**config.mk**
```make
export PLATFORM = sky130hd
export DESIGN_NAME = shifter_seq
export DESIGN_NICKNAME = d
export VERILOG_FILES = /design/src/rtl/shifter_seq.sv
export SDC_FILE = /design/constraint.sdc
export NUM_CORES = 1
export LEC_CHECK = 0
export ABC_AREA = 0
export BUFFER_PORTS_ARGS = -buffer_cell sky130_fd_sc_hd__clkbuf_2
export CORE_MARGIN = 2
export CORE_UTILIZATION = 50
export DETAILED_ROUTE_END_ITERATION = 16
export PLACE_DENSITY = 0.86
export SLEW_MARGIN = 0
export SYNTH_ARGS = -nofsm -noshare
export SYNTH_HDL_FRONTEND = slang
export SYNTH_SLANG_ARGS = --single-unit
```
**constraint.sdc**
```tcl
create_clock -name clk -period 1.43 [get_ports clk]
set_input_delay 0.143 -clock clk [delete_from_list [all_inputs] [get_ports clk]]
set_output_delay 0.143 -clock clk [all_outputs]
set_load 0.01 [all_outputs]
```
**src/rtl/shifter_seq.sv**
```systemverilog
// shifter_seq: multi-cycle shifter for the ALU datapath. It moves the operand
// one bit position per clock and supports logical left, logical right,
// arithmetic right and rotate right. The last bit shifted out is reported on
// cout.
//
// Ports:
//   clk, rst        clock; synchronous active-high reset
//   in_valid/ready  operand handshake (in_ready is high only in IDLE)
//   B, Sa, Mode     operand, step count, mode
//                   (00 LSL, 01 LSR, 10 ASR, 11 ROR)
//   Cin             fill bit for modes 00/01
//   out_valid/ready result handshake
//   fout, cout      result and last bit out; both held stable while
//                   out_valid is high
module shifter_seq #(
    parameter int WIDTH = 8,
    parameter int SA_W  = 3
) (
    input  logic             clk,
    input  logic             rst,
    input  logic             in_valid,
    output logic             in_ready,
    input  logic [WIDTH-1:0] B,
    input  logic [SA_W-1:0]  Sa,
    input  logic [1:0]       Mode,
    input  logic             Cin,
    output logic             out_valid,
    input  logic             out_ready,
    output logic [WIDTH-1:0] fout,
    output logic             cout
);

    typedef enum logic [1:0] {IDLE, SHIFT, DONE} state_t;

    state_t            state_q, state_d;
    logic [WIDTH-1:0]  data_q, data_d;
    logic [SA_W-1:0]   cnt_q, cnt_d;
    logic [1:0]        mode_q, mode_d;
    logic              fill_q, fill_d;
    logic              cout_q, cout_d;
    // in_ready is a register so that it reads 0 in the cycle right after
    // reset. After that it tracks "next state is IDLE", so it equals
    // (state == IDLE).
    logic              rdy_q, rdy_d;

    always_ff @(posedge clk) begin
        if (rst) begin
            state_q <= IDLE;
            data_q  <= '0;
            cnt_q   <= '0;
            mode_q  <= 2'b00;
            fill_q  <= 1'b0;
            cout_q  <= 1'b0;
            rdy_q   <= 1'b0;
        end else begin
            state_q <= state_d;
            data_q  <= data_d;
            cnt_q   <= cnt_d;
            mode_q  <= mode_d;
            fill_q  <= fill_d;
            cout_q  <= cout_d;
            rdy_q   <= rdy_d;
        end
    end

    always_comb begin
        state_d = state_q;
        data_d  = data_q;
        cnt_d   = cnt_q;
        mode_d  = mode_q;
        fill_d  = fill_q;
        cout_d  = cout_q;
        unique case (state_q)
            IDLE: begin
                if (rdy_q && in_valid) begin
                    data_d  = B;
                    cnt_d   = Sa;
                    mode_d  = Mode;
                    fill_d  = Cin;
                    cout_d  = 1'b0;
                    state_d = (Sa != '0) ? SHIFT : DONE;
                end
            end
            SHIFT: begin
                unique case (mode_q)
                    2'b00: begin
                        cout_d = data_q[WIDTH-1];
                        data_d = {data_q[WIDTH-2:0], fill_q};
                    end
                    2'b01: begin
                        cout_d = data_q[0];
                        data_d = {fill_q, data_q[WIDTH-1:1]};
                    end
                    2'b10: begin
                        cout_d = data_q[0];
                        data_d = {data_q[WIDTH-1], data_q[WIDTH-1:1]};
                    end
                    default: begin
                        cout_d = data_q[0];
                        data_d = {data_q[0], data_q[WIDTH-1:1]};
                    end
                endcase
                cnt_d = cnt_q - 1'b1;
                if (cnt_q == SA_W'(1)) state_d = DONE;
            end
            DONE: begin
                if (out_ready) state_d = IDLE;
            end
            default: state_d = IDLE;
        endcase
        rdy_d = (state_d == IDLE);
    end

    assign in_ready  = rdy_q;
    assign out_valid = (state_q == DONE);
    assign fout      = data_q;
    assign cout      = cout_q;

endmodule

```
# Yosys cells after proc, flatten, opt, wreduce, memory -nomap -nowiden
# Index checks and enable logic that the tools add are counted.
# op_classes
n_addsub	1
n_eq_ne	7
n_mux	13
reduce_logical	9
# op_table
operator	n
8-bit one-hot mux with 3 select lines	1
8-bit one-hot mux with 2 select lines	1
2-bit two-way mux	4
8-bit two-way mux	1
2-bit zero test	3
2-bit one-hot mux with 3 select lines	1
3-bit one-hot mux with 2 select lines	1
2-bit by 1-bit equality test with 1-bit output, second input constant	2
2-bit equality test, second input constant	2
2-bit != test, second input constant	2
2-bit AND reduction	2
3-bit by 1-bit equality test with 1-bit output, second input constant	1
3-bit two-way mux	1
3-bit AND reduction	1
3-bit nonzero test	1
3-bit by 1-bit subtractor with 3-bit output, second input constant	1
1-bit two-way mux	2
1-bit one-hot mux with 2 select lines	1
2-bit nonzero test	1
1-bit logical AND	1
# word_totals
regBits	18
input_bits	18
output_inout_bits	11

# Longest topological paths before layout
# Gate-level depths: netlist of the first run.
# logic_depth
depth_word	5
depth_mapped	5
ltp_nobuf	5

# Worst setup path after synthesis of the first run
# No wires, ideal clock.
# synth_path
path_type	register to register
startpoint	register state_q[1]
endpoint	register data_q[7] (netlist: fout[7])
arrival_ns	1.090
required_time_ns	1.296
setup_slack_ns	0.206
path_stages_with_launch	6
path_buffers	2
synth_period_minus_slack_ns	1.224
cell_sequence	dfxtp_1 buf_4 nand2b_1 buf_4 a221oi_1 o41ai_2
# synth_between
elab_chain_cells	3
elab_cells_between_ends	7
# synth_lines
item	line_no	rtl
start, declared	35	state_t state_q, state_d;
start signal, assigned	56	state_q <= state_d;
2-bit by 1-bit equality test with 1-bit output or 2-bit zero test (tied branches)	73	unique case (state_q)
2-bit != test (no source line) or 2-bit nonzero test (tied branches)	-	
3-bit AND reduction (no source line)	-	
end signal, assigned	57	data_q <= data_d;
end, declared	36	logic [WIDTH-1:0] data_q, data_d;
# Several ways; a longest one is shown, not always the timed one.
# A chain may end at the register's enable or synchronous reset.

# Final worst setup path of the first run
# layout_path
startpoint	register rdy_q (netlist: in_ready)
endpoint	register data_q[7] (netlist: fout[7])
# layout_between
elab_chain_cells	3
# layout_lines
item	line_no	rtl
start, declared	44	logic rdy_q, rdy_d;
start signal, assigned	62	rdy_q <= rdy_d;
1-bit logical AND	75	if (rdy_q && in_valid) begin
2-bit != test (no source line)	-	
3-bit AND reduction (no source line)	-	
# Every way passes these cells.

==> impl_metrics.env, run 1 <==
export IMPL_status="complete, no violations"
export IMPL_power_leakage_uw=0.000540
export IMPL_p_per_area_nw_per_um2=977
export IMPL_die_h_um=49.7
export IMPL_io_buffers=28
export IMPL_required_ns=1.61
export IMPL_ys_warn_count=0
export IMPL_die_w_um=49.7
export IMPL_cts_root_buf="clkbuf_4"
export IMPL_syn_area_um2=1040
export IMPL_finClkSkew_ns=0.00332
export IMPL_drc=0
export IMPL_slew_headroom_pct=73.7
export IMPL_viasPerCell=5.90
export IMPL_grt_ovfl_total=0
export IMPL_hp_class="primary input to flip-flop"
export IMPL_cts_setup_buffers=0
export IMPL_hold_buffers=0
export IMPL_setup_viol=0
export IMPL_grt_antenna_before_repair=0
export IMPL_r2r_setup_slack_ns=0.06
export IMPL_p_comb_share_pct=26.9
export IMPL_ys_seq_area_share_pct=34.6
export IMPL_critPathArrivalTime_ns=1.55
export IMPL_drv_cap=0
export IMPL_slew_viol_final=0
export IMPL_cp_slowest_cell="dfxtp_1"
export IMPL_switchingPower_uw=394
export IMPL_dr_pass1_iters=4
export IMPL_crit_fanout=7
export IMPL_placementRows=16
export IMPL_critical_path_top_delay_family="compound AO/OA/AOI/OAI gates"
export IMPL_fmax_mhz=730
export IMPL_cts_tree="done"
export IMPL_via_count=1021
export IMPL_synth_ff_latch_count=18
export IMPL_path_class="flip-flop to flip-flop"
export IMPL_fin_crit_ns=1.37
export IMPL_p_clk_share_pct=25.4
export IMPL_avgSynthCellArea_um2=9.14
export IMPL_nets=167
export IMPL_tightestPinTransition_ns=0.388
export IMPL_hold_violations=0
export IMPL_worst_slack_ns=0.0603
export IMPL_ios=29
export IMPL_drtIter0Drc=10
export IMPL_ys_types=37
export IMPL_path_cells="a21oi_2, buf_4, o311ai_1, o41ai_2"
export IMPL_grt_pass1_wl_mm=4.33
export IMPL_intPower_uw=860
export IMPL_cp_end_kind="flip-flop"
export IMPL_total_power_uw=1250
export IMPL_place_gp_congestion=0.795
export IMPL_fp_coreArea_um2=1960
export IMPL_area_delta_synth_final_pct=23.2
export IMPL_initial_core_util_pct=53.1
export IMPL_clock_sinks=18
export IMPL_die_area_um2=2470
export IMPL_htreeDepth=1
export IMPL_crit_path_start_kind="flip-flop"
export IMPL_grt_use_total_pct=22.6
export IMPL_wl_mm=2.70
export IMPL_dp_hpwl_mm=1.96
export IMPL_clk_latency_ns=0.30
export IMPL_layout_drive_gt1_share_pct=36.3
export IMPL_synth_nets=134
export IMPL_period_share_pct=95.8
export IMPL_wl_per_cell_um=15.6
export IMPL_drtAntennaViolNets=0
export IMPL_cts_made_buffers=3
export IMPL_path_clk_slew_ns=0.10
export IMPL_grt_max_degree=13
export IMPL_pre_cts_slack_ns=-0.0151
export IMPL_cp_buffers_inverters=1
export IMPL_syn_inst=114
export IMPL_cpPeakStageDelay_ns=0.40
export IMPL_grt_pass1_vias=932
export IMPL_clockBufferDepth=2
export IMPL_antennaDiodeCount=0
export IMPL_swShare_pct=31.5
export IMPL_seq_power_share_pct=47.8
export IMPL_irDropWorstVdd_v=0.000704
==> power by group through the flow <==
| stage | clock [µW] | sequential [µW] | combinational [µW] |
|---|---|---|---|
| after CTS | 317 | 597 | 326 |
| final | 318 | 599 | 337 |
| after floorplan | 0 | 608 | 202 |
| after global placement | 0 | 603 | 309 |
| after detailed placement | 0 | 608 | 322 |
| after global routing | 342 | 606 | 369 |
==> cells by family (layout without fill, tap and decap cells) <==
| group | Yosys count | after routing | synth area share (%) |
|---|---|---|---|
| muxes | 4 | 4 | 3.96 |
| DFF | 18 | 18 | 34.6 |
| and+or+nand+nor | 19 | 19 | 11.9 |
| AOI/OAI and AO/OA | 56 | 56 | 39.3 |
| buffers and inverters | 15 | 47 | 7.92 |
| adders and majority gates | 2 | 2 | 2.40 |
==> timing repair <==
action / in CTS / in global routing
gates resized for setup: 1 / 5
pin swaps: 0 / 1
endpoints found under the setup margin: 1 / 3
==> worst reg2reg max path, stage by stage, from the launching register on <==
cell	delay (ns)
dfxtp_1	0.40
a21oi_2	0.14
buf_4	0.19
o311ai_1	0.39
o41ai_2	0.13
==> Yosys cell counts <==
cell       number  share of area [%]
o21ai_0        10                4.8
mux2i_1         3                2.9
nor4bb_1        1               0.96
a21oi_1         3                1.4
mux2_2          1                1.1
o221a_1         1                1.1
ha_1            2                2.4
nor3_1          1               0.48
and2b_1         2                1.4
o41ai_2         1                1.6
o21a_1          8                5.8
or2_4           1               0.84
a2111oi_0       1               0.84
a211o_1         1               0.84
and3b_1         2                1.7
dfxtp_1        18                 35
o211ai_1        7                5.0
nor3b_1         2                1.4
o21ai_1         1               0.48
o2bb2ai_1       1               0.84
o311ai_1        1               0.84
a211oi_1        8                5.8
nor2_1          4                1.4
and3_1          1               0.60
a21oi_2         1               0.84
nor2_2          1               0.60
buf_6           1                1.1
clkbuf_1        1               0.36
inv_1           4                1.4
buf_2           6                2.9
a32o_1          1               0.96
nand2b_1        4                2.4
a21o_1          2                1.4
a32oi_1         1               0.84
buf_4           3                2.2
a221oi_1        1               0.84
o31ai_1         7                5.0
==> worst paths after layout <==
path | from | depth (start not counted) | end
worst max-delay path | in_ready | 4 | fout[7]
worst min-delay path | Cin | 3 | fill_q
worst max register to register | in_ready | 4 | fout[7]
worst min register to register | cout | 2 | cout
==> cells in the final DEF (no fill, tap or decap), types with 2 or more instances in the layout <==
cell type and n:
mux2i_1 3, nand2b_1 3, inv_1 4, dfxtp_1 17
a21oi_1 3, o31ai_1 7, buf_4 11, ha_1 2
clkbuf_2 28, a21o_1 2, o21ai_0 10, o21a_1 8
o211ai_1 7, a211oi_1 8, and3b_1 2, clkbuf_4 3
nor2_1 4
==> state kept, by name, indices dropped and copies added (netlist names) <==
signal,count
mode_q,2
state_q,2
in_ready,1
fill_q,1
cout,1
cnt_q,3
fout,8
==> layer usage <==
layer	up-vias	global-route usage [%]	share of wire [%]
li1	501	-	-
met1	490	28.3	42
met2	27	39.6	53
met3	3	3.64	4.4
met4	0	6.94	0.59
met5	-	0	0
==> through the flow <==
stage	utilization, %	area [µm²]	hold slack [ns]	TNS, ns	instances
after floorplan	-	1040	0.290	0	114
after global placement	62.8	1230	0.381	0	169
after detailed placement	62.8	1230	0.395	-0.0151	169
after CTS	64.7	1270	0.103	0	173
after global routing	65.4	1280	0.111	-0.0156	173
final	65.4	1280	0.0920	0	173
==> cell type report <==
| type | instances | area [µm²] |
|---|---|---|
| sequential | 18 | 362 |
| inverter | 4 | 15.0 |
| clock buffer | 4 | 36.3 |
| timing repair buffer | 39 | 223 |
| multi-input combinational | 81 | 614 |
| fill | 183 | 678 |
| tap | 27 | 33.8 |
Note: power is estimated with default switching activity, not from simulation.
==> inputs of run 2 (changes only) <==
--- a/config.mk
+++ b/config.mk
@@ -8,9 +8,10 @@
 export ABC_AREA = 0
 export BUFFER_PORTS_ARGS = -buffer_cell sky130_fd_sc_hd__clkbuf_2
 export CORE_MARGIN = 2
-export CORE_UTILIZATION = 50
+export CORE_UTILIZATION = 53
+export CTS_BUF_LIST = sky130_fd_sc_hd__clkbuf_4
 export DETAILED_ROUTE_END_ITERATION = 16
-export PLACE_DENSITY = 0.86
+export PLACE_DENSITY = 0.9
 export SLEW_MARGIN = 0
 export SYNTH_ARGS = -nofsm -noshare
 export SYNTH_HDL_FRONTEND = slang
==> constraint.sdc (replaced) <==
create_clock -name clk -period 1.3 [get_ports clk]
set_input_delay 0.13 -clock clk [delete_from_list [all_inputs] [get_ports clk]]
set_output_delay 0.13 -clock clk [all_outputs]
set_load 0.01 [all_outputs]
==> run 2 against run 1 <==
Compared with the run above:
- the run now ends with negative setup slack left
- total power is 8.7% higher
- worst hold slack worse by 0.022 ns
- wire length is 7.3% higher
- count of clock-buffer cells in the layout is 1 lower
- clock skew is 0.0023 ns lower
- clock power is 9.7% lower
- design area is 7.1% higher
- non-clock buffer count is 7 higher
- sequential share of layout area is 1.2 points lower
- core utilization is 6.9 points higher
- critical endpoint is now cnt_q[1]
- largest power group unchanged
==> impl_metrics.env, run 2 (synthesized netlist as in run 1, its figures left out) <==
export IMPL_viasPerCell=6.07
export IMPL_tightestPinTransition_ns=0.468
export IMPL_critPathArrivalTime_ns=1.53
export IMPL_cts_tree="done"
export IMPL_place_area_um2=1250
export IMPL_critPathCapture="cnt_q[1]"
export IMPL_fp_coreArea_um2=1900
export IMPL_violations="negative setup slack"
export IMPL_dp_hpwl_mm=1.90
export IMPL_wl_per_cell_um=16.0
export IMPL_grt_max_degree=19
export IMPL_clk_latency_ns=0.29
export IMPL_placementRows=16
export IMPL_status="finished, violations left"
export IMPL_drtIter0Drc=47
export IMPL_largest_reg_flops=8
export IMPL_worstRegToRegCells=3
export IMPL_die_area_um2=2340
export IMPL_power_leakage_uw=0.000599
export IMPL_fmax_mhz=736
export IMPL_grt_use_total_pct=23.9
export IMPL_final_cells=181
export IMPL_die_w_um=48.3
export IMPL_setup_viol=1
export IMPL_met3_length_um=183
export IMPL_initial_core_util_pct=54.8
export IMPL_layout_commonest_cell="clkbuf_2"
export IMPL_r2r_start="state_q[1]"
export IMPL_final_cell_mix="clkbuf_2, buf_4, dfxtp_1"
export IMPL_tns_ns=-0.0579
export IMPL_ios=29
export IMPL_finClkSkew_ns=0.00101
export IMPL_total_power_uw=1360
export IMPL_fin_area_um2=1380
export IMPL_worst_slack_ns=-0.0579
export IMPL_antennaDiodeCount=0
export IMPL_path_class="flip-flop to flip-flop"
export IMPL_drv_cap=0
export IMPL_period_share_pct=104
export IMPL_required_ns=1.47
export IMPL_placed_cells=171
export IMPL_hold_violations=0
export IMPL_layout_drive_gt1_share_pct=41.6
export IMPL_area_delta_synth_final_pct=31.9
export IMPL_drtAntennaViolNets=0
export IMPL_crit_path_start_kind="flip-flop"
export IMPL_fillCellCount=133
export IMPL_clock_sinks=18
export IMPL_place_gp_congestion=0.827
export IMPL_wl_mm=2.90
export IMPL_grt_ovfl_total=0
export IMPL_met2WireLength_mm=1.36
export IMPL_r2r_end="cnt_q[1]"
export IMPL_slew_headroom_pct=68.7
export IMPL_path_clk_slew_ns=0.10
export IMPL_die_h_um=48.3
export IMPL_crit_fanout=9
export IMPL_rsz0062_at_grt="yes"
export IMPL_grt_pass1_wl_mm=4.45
export IMPL_slew_viol_final=0
export IMPL_nets=175
export IMPL_dr_max_layer_used="met4"
export IMPL_utilization_pct=72.3
export IMPL_via_count=1099
export IMPL_drc=0
export IMPL_wl_met1_mm=1.29
export IMPL_cp_startpoint="state_q[1]"
export IMPL_fin_crit_ns=1.36
export IMPL_dr_pass1_iters=5
export IMPL_grt_antenna_before_repair=0
export IMPL_cp_end_kind="flip-flop"
export IMPL_io_buffers=28
export IMPL_grt_pass1_vias=960
export IMPL_cts_root_buf="clkbuf_4"
export IMPL_clockBufferDepth=2
export IMPL_htreeDepth=1
export IMPL_r2r_setup_slack_ns=-0.06
export IMPL_hp_class="primary input to flip-flop"
export IMPL_irDropWorstVdd_v=0.000870
export IMPL_cts_made_buffers=3
export IMPL_p_per_area_nw_per_um2=991
[run 2: cell types whose count changed in the layout (fill, tap and decap cells not counted), sizes merged]
cell          delta
clkbuf           -1
buf              +6
dlymetal6s2s     +1
or2              +1
clkinv           +1
[run 2: cell type report]
class                      instances  area (µm²)  area share (%)
multi-input combinational         82         649            47.2
tap                               27        33.8            2.46
inverter                           4        15.0            1.09
clock inverter                     1        3.75           0.273
sequential                        18         370            26.9
clock buffer                       3        22.5            1.64
timing repair buffer              46         280            20.4
[run 2: worst min-delay path by stage]
stage | cells after the start | end | from
2_1_floorplan | 2 | fill_q | Cin
3_3_place_gp | 3 | mode_q[1] | Mode[1]
3_5_place_dp | 3 | mode_q[0] | Mode[0]
4_1_cts | 3 | mode_q[0] | Mode[0]
5_1_grt | 3 | fill_q | Cin
6_report | 3 | mode_q[0] | Mode[0]
[run 2: layer usage]
layer,up-vias,global-route usage (%)
met1,515,33.6
met3,8,3.70
met5,-,0
met4,0,8.57
met2,58,37.3
li1,518,-
[run 2: repair_timing]
item | CTS | global route
resized for setup | 6 | 9
gates cloned | 0 | 1
pin swaps | 1 | 3
hold buffers | 0 | 0
setup buffers | 0 | 5
endpoints found under the setup margin | 12 | 13
[run 2: worst max-delay path: stages (launching register included)]
cell and delay (ns):
dfxtp_4 0.39, nand2b_2 0.24, a2111oi_1 0.50, a211oi_1 0.10
[run 2: where the power goes]
| group | internal [µW] | switching, µW |
|---|---|---|
| Combinational | 198 | 219 |
| Clock | 112 | 176 |
| Sequential | 604 | 54.4 |
| Total | 914 | 449 |
[run 2: per-stage QoR]
step | setup WS (ns) | hold slack [ns]
after floorplan | 0.0761 | 0.277
after global placement | -0.0464 | 0.365
after detailed placement | -0.140 | 0.382
after CTS | -0.0114 | 0.0756
after global routing | -0.0752 | 0.114
final | -0.0579 | 0.0700
==> inputs of run 3 (changes only) <==
--- a/config.mk
+++ b/config.mk
@@ -7,12 +7,13 @@
 export LEC_CHECK = 0
 export ABC_AREA = 0
 export BUFFER_PORTS_ARGS = -buffer_cell sky130_fd_sc_hd__clkbuf_2
-export CORE_MARGIN = 2
-export CORE_UTILIZATION = 53
+export CORE_MARGIN = 4
+export CORE_UTILIZATION = 35
 export CTS_BUF_LIST = sky130_fd_sc_hd__clkbuf_4
 export DETAILED_ROUTE_END_ITERATION = 16
-export PLACE_DENSITY = 0.9
+export PLACE_DENSITY = 0.66
 export SLEW_MARGIN = 0
 export SYNTH_ARGS = -nofsm -noshare
 export SYNTH_HDL_FRONTEND = slang
 export SYNTH_SLANG_ARGS = --single-unit
+export TNS_END_PERCENT = 20
==> run 3 against run 2 <==
Compared with the run above:
- count of clock-buffer cells in the layout did not move
- core utilization shrank 24 points
- cell count is the same
- total power shrank 1.4%
- global-route usage decreased by 9.2 points
- clock skew about the same
- sequential power about the same
- critical path type is now flip-flop to output port
- worst hold slack worse by 0.0039 ns
- combinational power fell by 5.0%
- via count shrank 5.2%
- non-clock buffer count is 2 lower
- the run now ends clean
- critical path depth is the same
==> impl_metrics.env, run 3 (synthesized netlist as in run 1, its figures left out) <==
export IMPL_largest_reg_flops=8
export IMPL_period_share_pct=97.9
export IMPL_layout_drive_gt1_share_pct=41.3
export IMPL_grt_pass1_vias=1068
export IMPL_place_area_um2=1270
export IMPL_grt_use_total_pct=14.7
export IMPL_final_cells=181
export IMPL_fmax_mhz=786
export IMPL_area_delta_synth_final_pct=29.2
export IMPL_cts_tree="done"
export IMPL_dp_hpwl_mm=2.08
export IMPL_fp_coreArea_um2=2810
export IMPL_die_area_um2=3920
export IMPL_drtIter0Drc=35
export IMPL_p_clk_share_pct=21.6
export IMPL_viasPerCell=5.76
export IMPL_cts_root_buf="clkbuf_4"
export IMPL_required_ns=1.17
export IMPL_clockBufferDepth=2
export IMPL_die_h_um=62.6
export IMPL_intPower_uw=904
export IMPL_via_count=1042
export IMPL_tightestPinTransition_ns=0.406
export IMPL_hp_class="primary input to flip-flop"
export IMPL_rsz0062_at_grt="yes"
export IMPL_clock_sinks=18
export IMPL_wl_per_cell_um=15.5
export IMPL_fin_crit_ns=1.27
export IMPL_seq_power_share_pct=49.0
export IMPL_p_per_area_nw_per_um2=998
export IMPL_irDropWorstVdd_v=0.000460
export IMPL_crit_fanout=7
export IMPL_dr_pass1_iters=4
export IMPL_hold_violations=0
export IMPL_placementRows=19
export IMPL_place_gp_congestion=0.797
export IMPL_worst_slack_ns=0.0279
export IMPL_setup_viol=0
export IMPL_drtAntennaViolNets=0
export IMPL_cts_made_buffers=3
export IMPL_nets=172
export IMPL_cp_slowest_cell="dfxtp_4"
export IMPL_finClkSkew_ns=0.000634
export IMPL_grt_max_degree=17
export IMPL_clk_latency_ns=0.29
export IMPL_placed_cells=177
export IMPL_path_class="flip-flop to output port"
export IMPL_ios=29
export IMPL_critPathArrivalTime_ns=1.14
export IMPL_antennaDiodeCount=0
export IMPL_slew_viol_final=0
export IMPL_holdWs_ns=0.0661
export IMPL_critical_path_top_delay_family="flip-flops"
export IMPL_drv_cap=0
export IMPL_cpPeakStageDelay_ns=0.42
export IMPL_htreeDepth=1
export IMPL_io_buffers=28
export IMPL_power_leakage_uw=0.000567
export IMPL_cp_end_kind="output port"
export IMPL_switchingPower_uw=439
export IMPL_crit_path_start_kind="flip-flop"
export IMPL_status="complete, no violations"
export IMPL_path_clk_slew_ns=0.11
export IMPL_path_cells="buf_6, and2b_1, buf_2"
export IMPL_grt_pass1_wl_mm=4.80
export IMPL_fin_area_um2=1350
export IMPL_grt_ovfl_total=0
export IMPL_die_w_um=62.6
export IMPL_initial_core_util_pct=37.2
export IMPL_grt_antenna_before_repair=0
export IMPL_drc=0
export IMPL_p_comb_share_pct=29.4
export IMPL_wl_mm=2.81
export IMPL_cp_buffers_inverters=2
export IMPL_swShare_pct=32.7
export IMPL_slew_headroom_pct=72.9
export IMPL_layout_commonest_cell="clkbuf_2"
export IMPL_final_cell_mix="clkbuf_2, buf_4, dfxtp_1"
export IMPL_pre_cts_slack_ns=-0.0361
-- run 3: cell count changes in the layout (fill, tap and decap cells not counted), sizes merged --
cell and delta:
dlymetal6s2s -1, or2 -1, clkinv -1, clkbuf -1
-- run 3: cell type report --
type | instances | area, µm²
fillers | 269 | 1460
multi-input cells | 81 | 638
flip-flops and latches | 18 | 368
repair buffers | 44 | 264
well taps | 31 | 38.8
clock buffers | 3 | 22.5
inverters | 4 | 15.0
-- run 3: stage by stage --
stage / setup TNS (ns) / power [µW] / util (%)
after floorplan: 0 / 892 / -
after global placement: -0.123 / 1020 / 45.1
after detailed placement: -0.0814 / 1030 / 45.1
after CTS: 0 / 1320 / 46.5
after global routing: -0.0595 / 1420 / 48.0
final: 0 / 1340 / 48.0
-- run 3: worst paths after layout --
kind / from / to / slack (ns) / cells after the start
max reg2reg: state_q[1] / fout[7] / 0.04 / 3
min reg2reg: cout / cout / 0.50 / 2
max: state_q[0] / out_valid / 0.03 / 3
min: Cin / fill_q / 0.07 / 3
-- run 3: layer usage --
| metal | up-vias | global-route usage [%] | share of wire (%) |
|---|---|---|---|
| met5 | - | 0 | 0 |
| li1 | 512 | - | - |
| met3 | 2 | 2.70 | 4.8 |
| met2 | 27 | 25.2 | 51 |
| met1 | 501 | 18.0 | 44 |
| met4 | 0 | 6.06 | 0.64 |
-- run 3: power by group through the flow --
| stage | sequential [µW] | clock [µW] | combinational (µW) |
|---|---|---|---|
| floorplan | 669 | 0 | 223 |
| global placement | 663 | 0 | 358 |
| detailed placement | 664 | 0 | 369 |
| CTS | 653 | 293 | 377 |
| global route | 668 | 317 | 434 |
| finish | 658 | 290 | 396 |
-- run 3: worst register-to-register path, stage by stage, from the launching register on --
cell	delay (ns)
dfxtp_2	0.37
buf_4	0.18
or2_4	0.30
o41ai_2	0.33
-- run 3: what timing repair did --
action / in CTS / in global routing
resized for setup: 5 / 10
pin swaps: 0 / 3
setup buffers: 0 / 1
endpoints found under the setup margin: 6 / 13
hold buffers: 0 / 0
hold endpoints to repair: 0 / 0
